$ cat src/rtl/lsu_pkg.sv
// Shared encodings for the load/store pipe: ops, FSM states, fault codes and funct3 sizes.
package lsu_pkg;

  typedef enum logic [1:0] {
    OP_NONE  = 2'd0,
    OP_LOAD  = 2'd1,
    OP_STORE = 2'd2
  } op_e;

  typedef enum logic [1:0] {
    S_IDLE = 2'd0,
    S_REQ  = 2'd1,
    S_WAIT = 2'd2
  } state_e;

  typedef enum logic [1:0] {
    FLT_NONE     = 2'd0,
    FLT_MISALIGN = 2'd1,
    FLT_BUS      = 2'd2,
    FLT_SIZE     = 2'd3
  } fault_e;

  localparam logic [2:0] F3_B  = 3'd0;
  localparam logic [2:0] F3_H  = 3'd1;
  localparam logic [2:0] F3_W  = 3'd2;
  localparam logic [2:0] F3_D  = 3'd3;
  localparam logic [2:0] F3_BU = 3'd4;
  localparam logic [2:0] F3_HU = 3'd5;
  localparam logic [2:0] F3_WU = 3'd6;

endpackage

$ cat src/rtl/lsu_lane_align.sv
// Byte-lane logic: load extract/extend, store replicate/strobe, size legality and alignment.
module lsu_lane_align
  import lsu_pkg::*;
#(
  parameter int XLEN = 32
) (
  input  logic [2:0]                 funct3,
  input  logic [$clog2(XLEN/8)-1:0]  off,
  input  logic                       store,
  input  logic [XLEN-1:0]            wdata,
  input  logic [XLEN-1:0]            rdata,
  output logic [XLEN-1:0]            ldata,
  output logic [XLEN-1:0]            sdata,
  output logic [XLEN/8-1:0]          be,
  output logic [1:0]                 size,
  output logic                       misalign,
  output logic                       illegal
);

  localparam int BW = XLEN / 8;

  logic [2:0]      off3;
  logic [XLEN-1:0] sh;
  logic [7:0]      mask;

  always_comb begin
    size  = funct3[1:0];
    off3  = 3'(off);
    // stores only have SB/SH/SW/SD; the unsigned-load codes are undefined for them
    illegal = (store && funct3[2]) || (funct3 == 3'b111) ||
              ((XLEN == 32) && ((funct3 == F3_D) || (funct3 == F3_WU)));

    case (size)
      2'd1:    misalign = off3[0];
      2'd2:    misalign = (off3[1:0] != 2'b00);
      2'd3:    misalign = (off3 != 3'b000);
      default: misalign = 1'b0;
    endcase

    sh = rdata >> {off3, 3'b000};
    case (funct3)
      F3_B:    ldata = XLEN'($signed(sh[7:0]));
      F3_H:    ldata = XLEN'($signed(sh[15:0]));
      F3_W:    ldata = XLEN'($signed(sh[31:0]));
      F3_BU:   ldata = XLEN'(sh[7:0]);
      F3_HU:   ldata = XLEN'(sh[15:0]);
      F3_WU:   ldata = XLEN'(sh[31:0]);
      default: ldata = sh;
    endcase

    case (size)
      2'd0: begin sdata = {BW{wdata[7:0]}};       mask = 8'h01; end
      2'd1: begin sdata = {(BW/2){wdata[15:0]}};  mask = 8'h03; end
      2'd2: begin sdata = {(BW/4){wdata[31:0]}};  mask = 8'h0F; end
      default: begin sdata = wdata;               mask = 8'hFF; end
    endcase
    be = BW'(mask << off3);
  end

endmodule

$ cat src/rtl/lsu_pipe.sv
// Load/store unit: one outstanding bus access, checked at accept, result staged onto wb_*.
//   state  | meaning
//   S_IDLE | ready for a request from EX; faults and NONE ops answer from here
//   S_REQ  | dreq held with stable address/data until dbusy drops
//   S_WAIT | load accepted by bus, waiting for dready_n low or timeout
module lsu_pipe
  import lsu_pkg::*;
#(
  parameter int XLEN    = 32,
  parameter int TIMEOUT = 255
) (
  input  logic              clk,
  input  logic              rst,
  input  logic              in_valid,
  output logic              in_ready,
  input  logic [1:0]        in_op,
  input  logic [2:0]        in_funct3,
  input  logic [31:0]       in_addr,
  input  logic [XLEN-1:0]   in_wdata,
  input  logic [4:0]        in_rd,
  input  logic              in_regwrite,
  input  logic [1:0]        in_memtoreg,
  input  logic [31:0]       in_pcp4,
  input  logic              flush,
  output logic [31:0]       daddr,
  output logic              dreq,
  output logic              dwrite,
  output logic [1:0]        dsize,
  output logic [XLEN-1:0]   dwdata,
  output logic [XLEN/8-1:0] dbe,
  input  logic [XLEN-1:0]   drdata,
  input  logic              dbusy,
  input  logic              dready_n,
  output logic              wb_valid,
  output logic              wb_regwrite,
  output logic [4:0]        wb_rd,
  output logic [1:0]        wb_memtoreg,
  output logic [31:0]       wb_alu,
  output logic [31:0]       wb_pcp4,
  output logic [XLEN-1:0]   wb_ldata,
  output logic [1:0]        wb_fault
);

  localparam int BW = XLEN / 8;
  localparam int OW = $clog2(BW);
  localparam int CW = $clog2(TIMEOUT + 1);

  state_e          state;
  logic [CW-1:0]   tmr;
  logic            killed;
  logic [2:0]      r_funct3;
  logic [OW-1:0]   r_off;
  logic [31:0]     r_addr, r_pcp4;
  logic [4:0]      r_rd;
  logic            r_regwrite;
  logic [1:0]      r_memtoreg;

  logic            idle, is_mem;
  logic [2:0]      ln_f3;
  logic [OW-1:0]   ln_off;
  logic            ln_store, ln_misalign, ln_illegal;
  logic [XLEN-1:0] ln_ldata, ln_sdata;
  logic [BW-1:0]   ln_be;
  logic [1:0]      ln_size;

  assign idle     = (state == S_IDLE);
  assign in_ready = idle;
  assign is_mem   = (in_op == OP_LOAD) || (in_op == OP_STORE);
  // one lane block serves both: checks on the incoming request in IDLE, extraction of the held load later
  assign ln_f3    = idle ? in_funct3 : r_funct3;
  assign ln_off   = idle ? in_addr[OW-1:0] : r_off;
  assign ln_store = idle && (in_op == OP_STORE);

  lsu_lane_align #(.XLEN(XLEN)) u_lane (
    .funct3   (ln_f3),
    .off      (ln_off),
    .store    (ln_store),
    .wdata    (in_wdata),
    .rdata    (drdata),
    .ldata    (ln_ldata),
    .sdata    (ln_sdata),
    .be       (ln_be),
    .size     (ln_size),
    .misalign (ln_misalign),
    .illegal  (ln_illegal)
  );

  always_ff @(posedge clk) begin
    if (rst) begin
      state       <= S_IDLE;
      tmr         <= '0;
      killed      <= 1'b0;
      dreq        <= 1'b0;
      dwrite      <= 1'b0;
      dsize       <= '0;
      daddr       <= '0;
      dwdata      <= '0;
      dbe         <= '0;
      wb_valid    <= 1'b0;
      wb_regwrite <= 1'b0;
      wb_rd       <= '0;
      wb_memtoreg <= '0;
      wb_alu      <= '0;
      wb_pcp4     <= '0;
      wb_ldata    <= '0;
      wb_fault    <= '0;
      r_funct3    <= '0;
      r_off       <= '0;
      r_addr      <= '0;
      r_pcp4      <= '0;
      r_rd        <= '0;
      r_regwrite  <= 1'b0;
      r_memtoreg  <= '0;
    end else begin
      wb_valid <= 1'b0;
      unique case (state)
        S_IDLE: begin
          if (in_valid && !flush) begin
            r_funct3   <= in_funct3;
            r_off      <= in_addr[OW-1:0];
            r_addr     <= in_addr;
            r_pcp4     <= in_pcp4;
            r_rd       <= in_rd;
            r_regwrite <= in_regwrite;
            r_memtoreg <= in_memtoreg;
            if (is_mem && !ln_illegal && !ln_misalign) begin
              state  <= S_REQ;
              killed <= 1'b0;
              dreq   <= 1'b1;
              dwrite <= ln_store;
              dsize  <= ln_size;
              daddr  <= in_addr & ~32'(BW - 1);
              dwdata <= ln_sdata;
              dbe    <= ln_store ? ln_be : '0;
            end else begin
              wb_valid    <= 1'b1;
              wb_regwrite <= is_mem ? 1'b0 : in_regwrite;
              wb_fault    <= !is_mem ? FLT_NONE : (ln_illegal ? FLT_SIZE : FLT_MISALIGN);
              wb_rd       <= in_rd;
              wb_memtoreg <= in_memtoreg;
              wb_alu      <= in_addr;
              wb_pcp4     <= in_pcp4;
            end
          end
        end
        S_REQ: begin
          if (flush && dbusy) begin
            dreq  <= 1'b0;
            state <= S_IDLE;
          end else if (!dbusy) begin
            dreq   <= 1'b0;
            killed <= flush;
            if (dwrite) begin
              state <= S_IDLE;
              if (!flush) begin
                wb_valid    <= 1'b1;
                wb_regwrite <= 1'b0;
                wb_fault    <= FLT_NONE;
                wb_rd       <= r_rd;
                wb_memtoreg <= r_memtoreg;
                wb_alu      <= r_addr;
                wb_pcp4     <= r_pcp4;
              end
            end else begin
              state <= S_WAIT;
              tmr   <= CW'(TIMEOUT - 1);
            end
          end
        end
        S_WAIT: begin
          if (flush) killed <= 1'b1;
          if (!dready_n || (tmr == '0)) begin
            state <= S_IDLE;
            tmr   <= '0;
            if (!killed && !flush) begin
              wb_valid    <= 1'b1;
              wb_regwrite <= !dready_n ? r_regwrite : 1'b0;
              wb_fault    <= !dready_n ? FLT_NONE : FLT_BUS;
              wb_rd       <= r_rd;
              wb_memtoreg <= r_memtoreg;
              wb_alu      <= r_addr;
              wb_pcp4     <= r_pcp4;
              if (!dready_n) wb_ldata <= ln_ldata;
            end
          end else begin
            tmr <= tmr - 1'b1;
          end
        end
        default: state <= S_IDLE;
      endcase
    end
  end

endmodule

$ cat config.mk
export PLATFORM = sky130hd
export DESIGN_NAME = lsu_pipe
export DESIGN_NICKNAME = d
export VERILOG_FILES = /design/src/rtl/lsu_pkg.sv /design/src/rtl/lsu_lane_align.sv /design/src/rtl/lsu_pipe.sv
export SDC_FILE = /design/constraint.sdc
export NUM_CORES = 1
export LEC_CHECK = 0
export CAP_MARGIN = 25
export CORE_ASPECT_RATIO = 0.9
export CORE_UTILIZATION = 35
export DETAILED_ROUTE_END_ITERATION = 12
export DONT_BUFFER_PORTS = 1
export PLACE_DENSITY = 0.54
export SYNTH_ARGS = -nofsm -noshare
export SYNTH_HDL_FRONTEND = slang
export SYNTH_SLANG_ARGS = --single-unit
$ cat constraint.sdc
create_clock -name clk -period 2.5 [get_ports clk]
set_input_delay 0.5 -clock clk [delete_from_list [all_inputs] [get_ports clk]]
set_output_delay 0.5 -clock clk [all_outputs]
set_load 0.03 [all_outputs]
Yosys cells after proc, flatten, opt, wreduce, memory -nomap -nowiden

Index checks and enable logic that the tools add are counted.

Add/sub/neg operators: 1
Multipliers: 0
Divide/modulo/power cells: 0
Order comparisons: 0
Eq/ne operators: 25
Shift-type cells: 2
Mux-type cells: 98
Bitwise operators: 1
Reductions and logical operators: 34

Operators with widths:

| operator                                                            | count |
|---|---|
| 32-bit 2-to-1 mux                                                   | 16 |
| 32-bit one-hot mux with 3 select lines                              | 2 |
| 32-bit one-hot mux with 4 select lines                              | 1 |
| 32-bit one-hot mux with 2 select lines                              | 1 |
| 2-bit 2-to-1 mux                                                    | 26 |
| 5-bit 2-to-1 mux                                                    | 8 |
| 8-bit 2-to-1 mux                                                    | 4 |
| 32-bit by 5-bit right shift with 32-bit output                      | 1 |
| 1-bit 2-to-1 mux                                                    | 27 |
| 8-bit one-hot mux with 3 select lines                               | 1 |
| 2-bit != test (second input constant)                               | 9 |
| 2-bit one-hot mux with 3 select lines                               | 3 |
| 8-bit one-hot mux with 2 select lines                               | 1 |
| 4-bit AND reduction                                                 | 4 |
| 5-bit one-hot mux with 3 select lines                               | 1 |
| 3-bit == test (second input constant)                               | 4 |
| 1-bit one-hot mux with 3 select lines                               | 3 |
| 9-bit AND reduction                                                 | 1 |
| 2-bit == test (second input constant)                               | 4 |
| 8-bit zero test                                                     | 1 |
| 8-bit by 2-bit left shift with 4-bit output                         | 1 |
| 8-bit by 1-bit subtractor with 8-bit output (second input constant) | 1 |
| 1-bit logical AND                                                   | 7 |
| 2-bit by 1-bit == test with 1-bit output (second input constant)    | 3 |
| 18 further kinds                                                    | 31 |

Flip-flop bits (word level): 265
Bits in latches: 0
Bits in writable memories: 0
ROM bits: 0
Output and inout port bits: 180
Logic and storage cells: 185
Memories: 0

Depth between registers and ports, before layout

Depth after elaboration: 11
Mapped depth: 11
Mapped depth without buffers: 7

By module

A second synthesis with hierarchy kept.

Cell total of the unflattened synthesis: 1,441
Area total of the unflattened synthesis: 12,130.4 µm²

Modules (own cells, without submodules):

| module         | times used | cells each | area an instance (µm²) | seq. area each (µm²) |
|---|---|---|---|---|
| lsu_pipe       | 1          | 1,245      | 10,682.7               | 5,265.0 |
| lsu_lane_align | 1          | 196        | 1,447.6                | 0.0 |

Worst setup path before layout

Ideal clock, no wire load.

Path kind: reg-to-reg
Start: register state[0]
End: register wb_ldata[21]
Setup time: 134 ps
Data arrival time: 2,343 ps
Data required time: 2,366 ps
Setup slack: 24 ps
Stages on the path, launching flop included: 10
Clock period less this slack: 2,476 ps
Path through: dfxtp_1 inv_1 ha_1 buf_4 mux2i_2 mux2i_1 o22ai_1 o211ai_2 buf_2 a21oi_1

Longest elaborated chain between the ends: 4

RTL lines:

| what                                                                         | line                           | source |
|---|---|---|
| from (decl)                                                                  | lsu_pipe.sv:48                 | `state_e state;` |
| from (signal assigned)                                                       | lsu_pipe.sv:90                 | `state <= S_IDLE;` |
| from (signal assigned)                                                       | lsu_pipe.sv:127                | `state <= S_REQ;` |
| from (signal assigned)                                                       | lsu_pipe.sv:149                | `state <= S_IDLE;` |
| 2-bit zero test *                                                            | lsu_pipe.sv:66                 | `assign idle = (state == S_IDLE);` |
| net in_ready                                                                 | lsu_pipe.sv:15                 | `output logic in_ready,` |
| 2-bit 2-to-1 mux / 3-bit 2-to-1 mux (equally long branches)                  | lsu_pipe.sv:71, lsu_pipe.sv:70 |  |
| 32-bit by 5-bit right shift with 32-bit output, or another cell as far along | lsu_lane_align.sv:40           | `sh = rdata >> {off3, 3'b000};` |
| 32-bit one-hot mux with 4 select lines *                                     | lsu_lane_align.sv:41           | `case (funct3)` |
| to (signal assigned)                                                         | lsu_pipe.sv:183                | `if (!dready_n) wb_ldata <= ln_ldata;` |
| to (decl)                                                                    | lsu_pipe.sv:40                 | `output logic [XLEN-1:0] wb_ldata,` |

Mark *: on every way through the listed nets, which the timed path passes. The rest lies on a longest branch.
A chain may end at the register's enable or synchronous reset.

Final worst setup path

Start: register tmr[1]
End: register wb_pcp4[1]

Longest elaborated chain between the ends: 4

RTL lines:

| what                                 | line            | source |
|---|---|---|
| from (decl)                          | lsu_pipe.sv:49  | `logic [CW-1:0] tmr;` |
| from (signal assigned)               | lsu_pipe.sv:166 | `tmr <= CW'(TIMEOUT - 1);` |
| from (signal assigned)               | lsu_pipe.sv:186 | `tmr <= tmr - 1'b1;` |
| 8-bit zero test                      | lsu_pipe.sv:172 | `if (!dready_n \|\| (tmr == '0)) begin` |
| 1-bit logical OR                     | lsu_pipe.sv:172 |  |
| 2-bit != test (no source line)       | --              |  |
| 9-bit AND reduction (no source line) | --              |  |
| to (signal assigned)                 | lsu_pipe.sv:142 | `wb_pcp4 <= in_pcp4;` |
| to (signal assigned)                 | lsu_pipe.sv:162 | `wb_pcp4 <= r_pcp4;` |
| to (signal assigned)                 | lsu_pipe.sv:182 | `wb_pcp4 <= r_pcp4;` |
| to (decl)                            | lsu_pipe.sv:39  | `output logic [31:0] wb_pcp4,` |

Every way passes these cells.

==> reports/qor.yml <==
grt_pass1_wl_um: 55700
nets: 1470
insertion_delay_ns: 0.58
routed_via_density: 5.49
endpoint_kind: "register"
initial_core_util: 0.356
path_max_fanout: 24
netlist_top_cells_count: "nand2_1, dfxtp_1, a21oi_1"
core_area_um2: 33000
p_leak_uw: 0.00450
grt_overflow: 0
synth_compound_area_frac: 0.244
p_per_area_nw_per_um2: 778
dp_hpwl_um: 23900
port_buffers: 0
rows: 63
skew_ns: 0.0135
n_antenna_cell: 0
die_y_um: 176
relSlewSlack: 0.565
drt-total-wl_um: 36400
fillCellCount: 3309
async_reset_ff_frac: 0
drive_gt1_frac: 0.145
outcome: "completed"
clk_pin_slew_worst_paths_ns: 0.06
finalCritPeriodShare: 0.943
htreeDepth: 1
fmax_mhz: 424
min_period_ns: 2.36
synth_cell_type_count: 59
wl_per_cell_um: 20.7
netlist_area_um2: 11800
synthFlopType: "dfxtp_1"
rsz0062_at_grt: "false"
drtIter0Drc: 572
crit_arrival_ns: 2.84
synth_xor_xnor_area_share: 0
setup_viol: 0
synthToLayoutAreaGrowth_pct: 13.6
clk_path_buf_depth: 3
synth_top_family_by_area: "compound AO/OA/AOI/OAI gates"
ioPinCount: 327
cp.required_ns: 2.98
first_pass_iters: 5
placed_area_um2: 12300
dieArea_um2: 34400
critical_path.slowest_cell: "or4b_4"
final_area_um2: 13400
synth_largest_area_cell: "dfxtp_1"
synth_seq_cells: 263
synth_top_cell_area_share: 0.447
drc: 0
synthAdderAreaFrac: 0.00638
clock_sinks: 263
ant_nets: 0
worst_slew_pin_slew_ns: 0.652
gp_congestion: 0.846
syn-instance-count: 1353
cts_made_buffers: 31
vdd_drop_max_v: 0.000507
yosys_warnings: 0
antenna_found_initial: 0
critical-path-max-stage-delay_ns: 0.48
fp.dieW_um: 195
synth_area_leaders: "dfxtp_1, nand2_1, a21oi_1"
clock-root-buffer: "clkbuf_16"
max_cap_viol_count: 0
finalHoldViolations: 0
via_count: 9672
slew_viol_final: 0
synth.most_common_cell: "nand2_1"
min_path_type: "primary input to register"
synth_edf_count: 0
seq_area_frac_synth: 0.447
worstSetupPathType: "register to register"
grt_max_degree: 245
cts_tree: "done"
synthMuxAreaShare: 0.0996
synth_simple_gate_area_frac: 0.148
grt_use_total: 0.204
startpoint_type: "register"
synth_area_per_cell_um2: 8.70
grt_pass1_vias: 9355
crit_chain: "inv_1 > ha_1 > or4b_4 > o211ai_2 > and3_4 > buf_4 > a21oi_1 > a211oi_1"
timing.setup.tns_ns: 0
per-layer routing:
metal / vias up / GRT usage / wire (um)
met4: 0 / 0.0607 / 940
met1: 4587 / 0.249 / 15100
met5: - / 0 / 0
met2: 329 / 0.329 / 16600
met3: 61 / 0.0831 / 3760
li1: 4695 / - / -
cells in the final DEF, fill, tap and decap left out, types with 11 or more instances in the layout:
cell	instances
a211oi_1	28
o211ai_1	11
dfxtp_1	263
clkbuf_16	31
buf_4	34
a21oi_1	228
mux2i_1	106
nand3_1	20
o21ai_0	18
nor2_1	42
a2bb2oi_1	16
nand2_1	310
nor3_1	14
buf_12	13
a211oi_2	58
what timing repair did:
action,4_1_cts,5_1_grt
setup endpoints to repair,0,110
setup buffers,0,3
gates resized for setup,0,6
hold endpoints to repair,24,0
hold buffers,1,0
critical path: cells and delay by family, from the launching register on:
| kind | cells | cell delay (ns) |
|---|---|---|
| flip-flops | 1 | 0.33 |
| AO/OA/AOI/OAI | 3 | 0.59 |
| buffers and inverters | 2 | 0.40 |
| AND/OR/NAND/NOR | 2 | 0.74 |
| adder cells (fa/ha/maj) | 1 | 0.19 |
per-stage QoR:
step	total power, uW	utilization	hold WS, ns	std cells	setup slack [ns]
2_1_floorplan	5770	-	0.436	1354	0.0236
3_3_place_gp	5990	0.372	0.437	1701	0.113
3_5_place_dp	6010	0.372	0.443	1701	0.0889
4_1_cts	10500	0.403	0.000379	1757	0.0543
5_1_grt	10800	0.405	0.00835	1761	0.0269
6_report	10400	0.405	0.0142	1761	0.142
report_power, final:
| part | total (uW) | internal, uW | switching [uW] |
|---|---|---|---|
| clock | 4460 | 2620 | 1840 |
| sequential | 4860 | 4400 | 460 |
| combinational | 1070 | 449 | 621 |
final timing paths:
| kind | from | to | slack, ns | cells after the start |
|---|---|---|---|---|
| setup / recovery | tmr[1] | wb_pcp4[1] | 0.14 | 8 |
| hold / removal | rst | wb_ldata[9] | 0.01 | 1 |
| setup reg to reg | tmr[1] | wb_pcp4[1] | 0.14 | 8 |
| hold reg to reg | r_addr[11] | r_addr[11] | 0.45 | 2 |
logic make-up after synthesis:
| family | Yosys count |
|---|---|
| muxes | 115 |
| DFF | 263 |
| and+or+nand+nor | 420 |
| AOI/OAI and AO/OA | 418 |
| adders and majority gates | 6 |
| buffers and inverters | 130 |
| other | 1 |
sequential cells by signal (all words and copies together) (netlist names), 2 cells and up:
register,cells
dwdata,32
r_pcp4,32
wb_alu,32
wb_ldata,32
wb_pcp4,32
r_addr,31
daddr,30
tmr,8
r_rd,5
wb_rd,5
dbe,4
r_funct3,3
dsize,2
r_memtoreg,2
state,2
wb_fault,2
wb_memtoreg,2
layout make-up:
| class | count | area (um2) | share of cell area |
|---|---|---|---|
| Inverter | 9 | 33.8 | 0.00253 |
| Multi-Input combinational cell | 961 | 5940 | 0.445 |
| Clock inverter | 9 | 96.3 | 0.00721 |
| Timing Repair Buffer | 51 | 592 | 0.0443 |
| Sequential cell | 263 | 5270 | 0.394 |
| Tap cell | 422 | 528 | 0.0395 |
| Clock buffer | 46 | 912 | 0.0682 |
(Power assumes the default switching activity.)
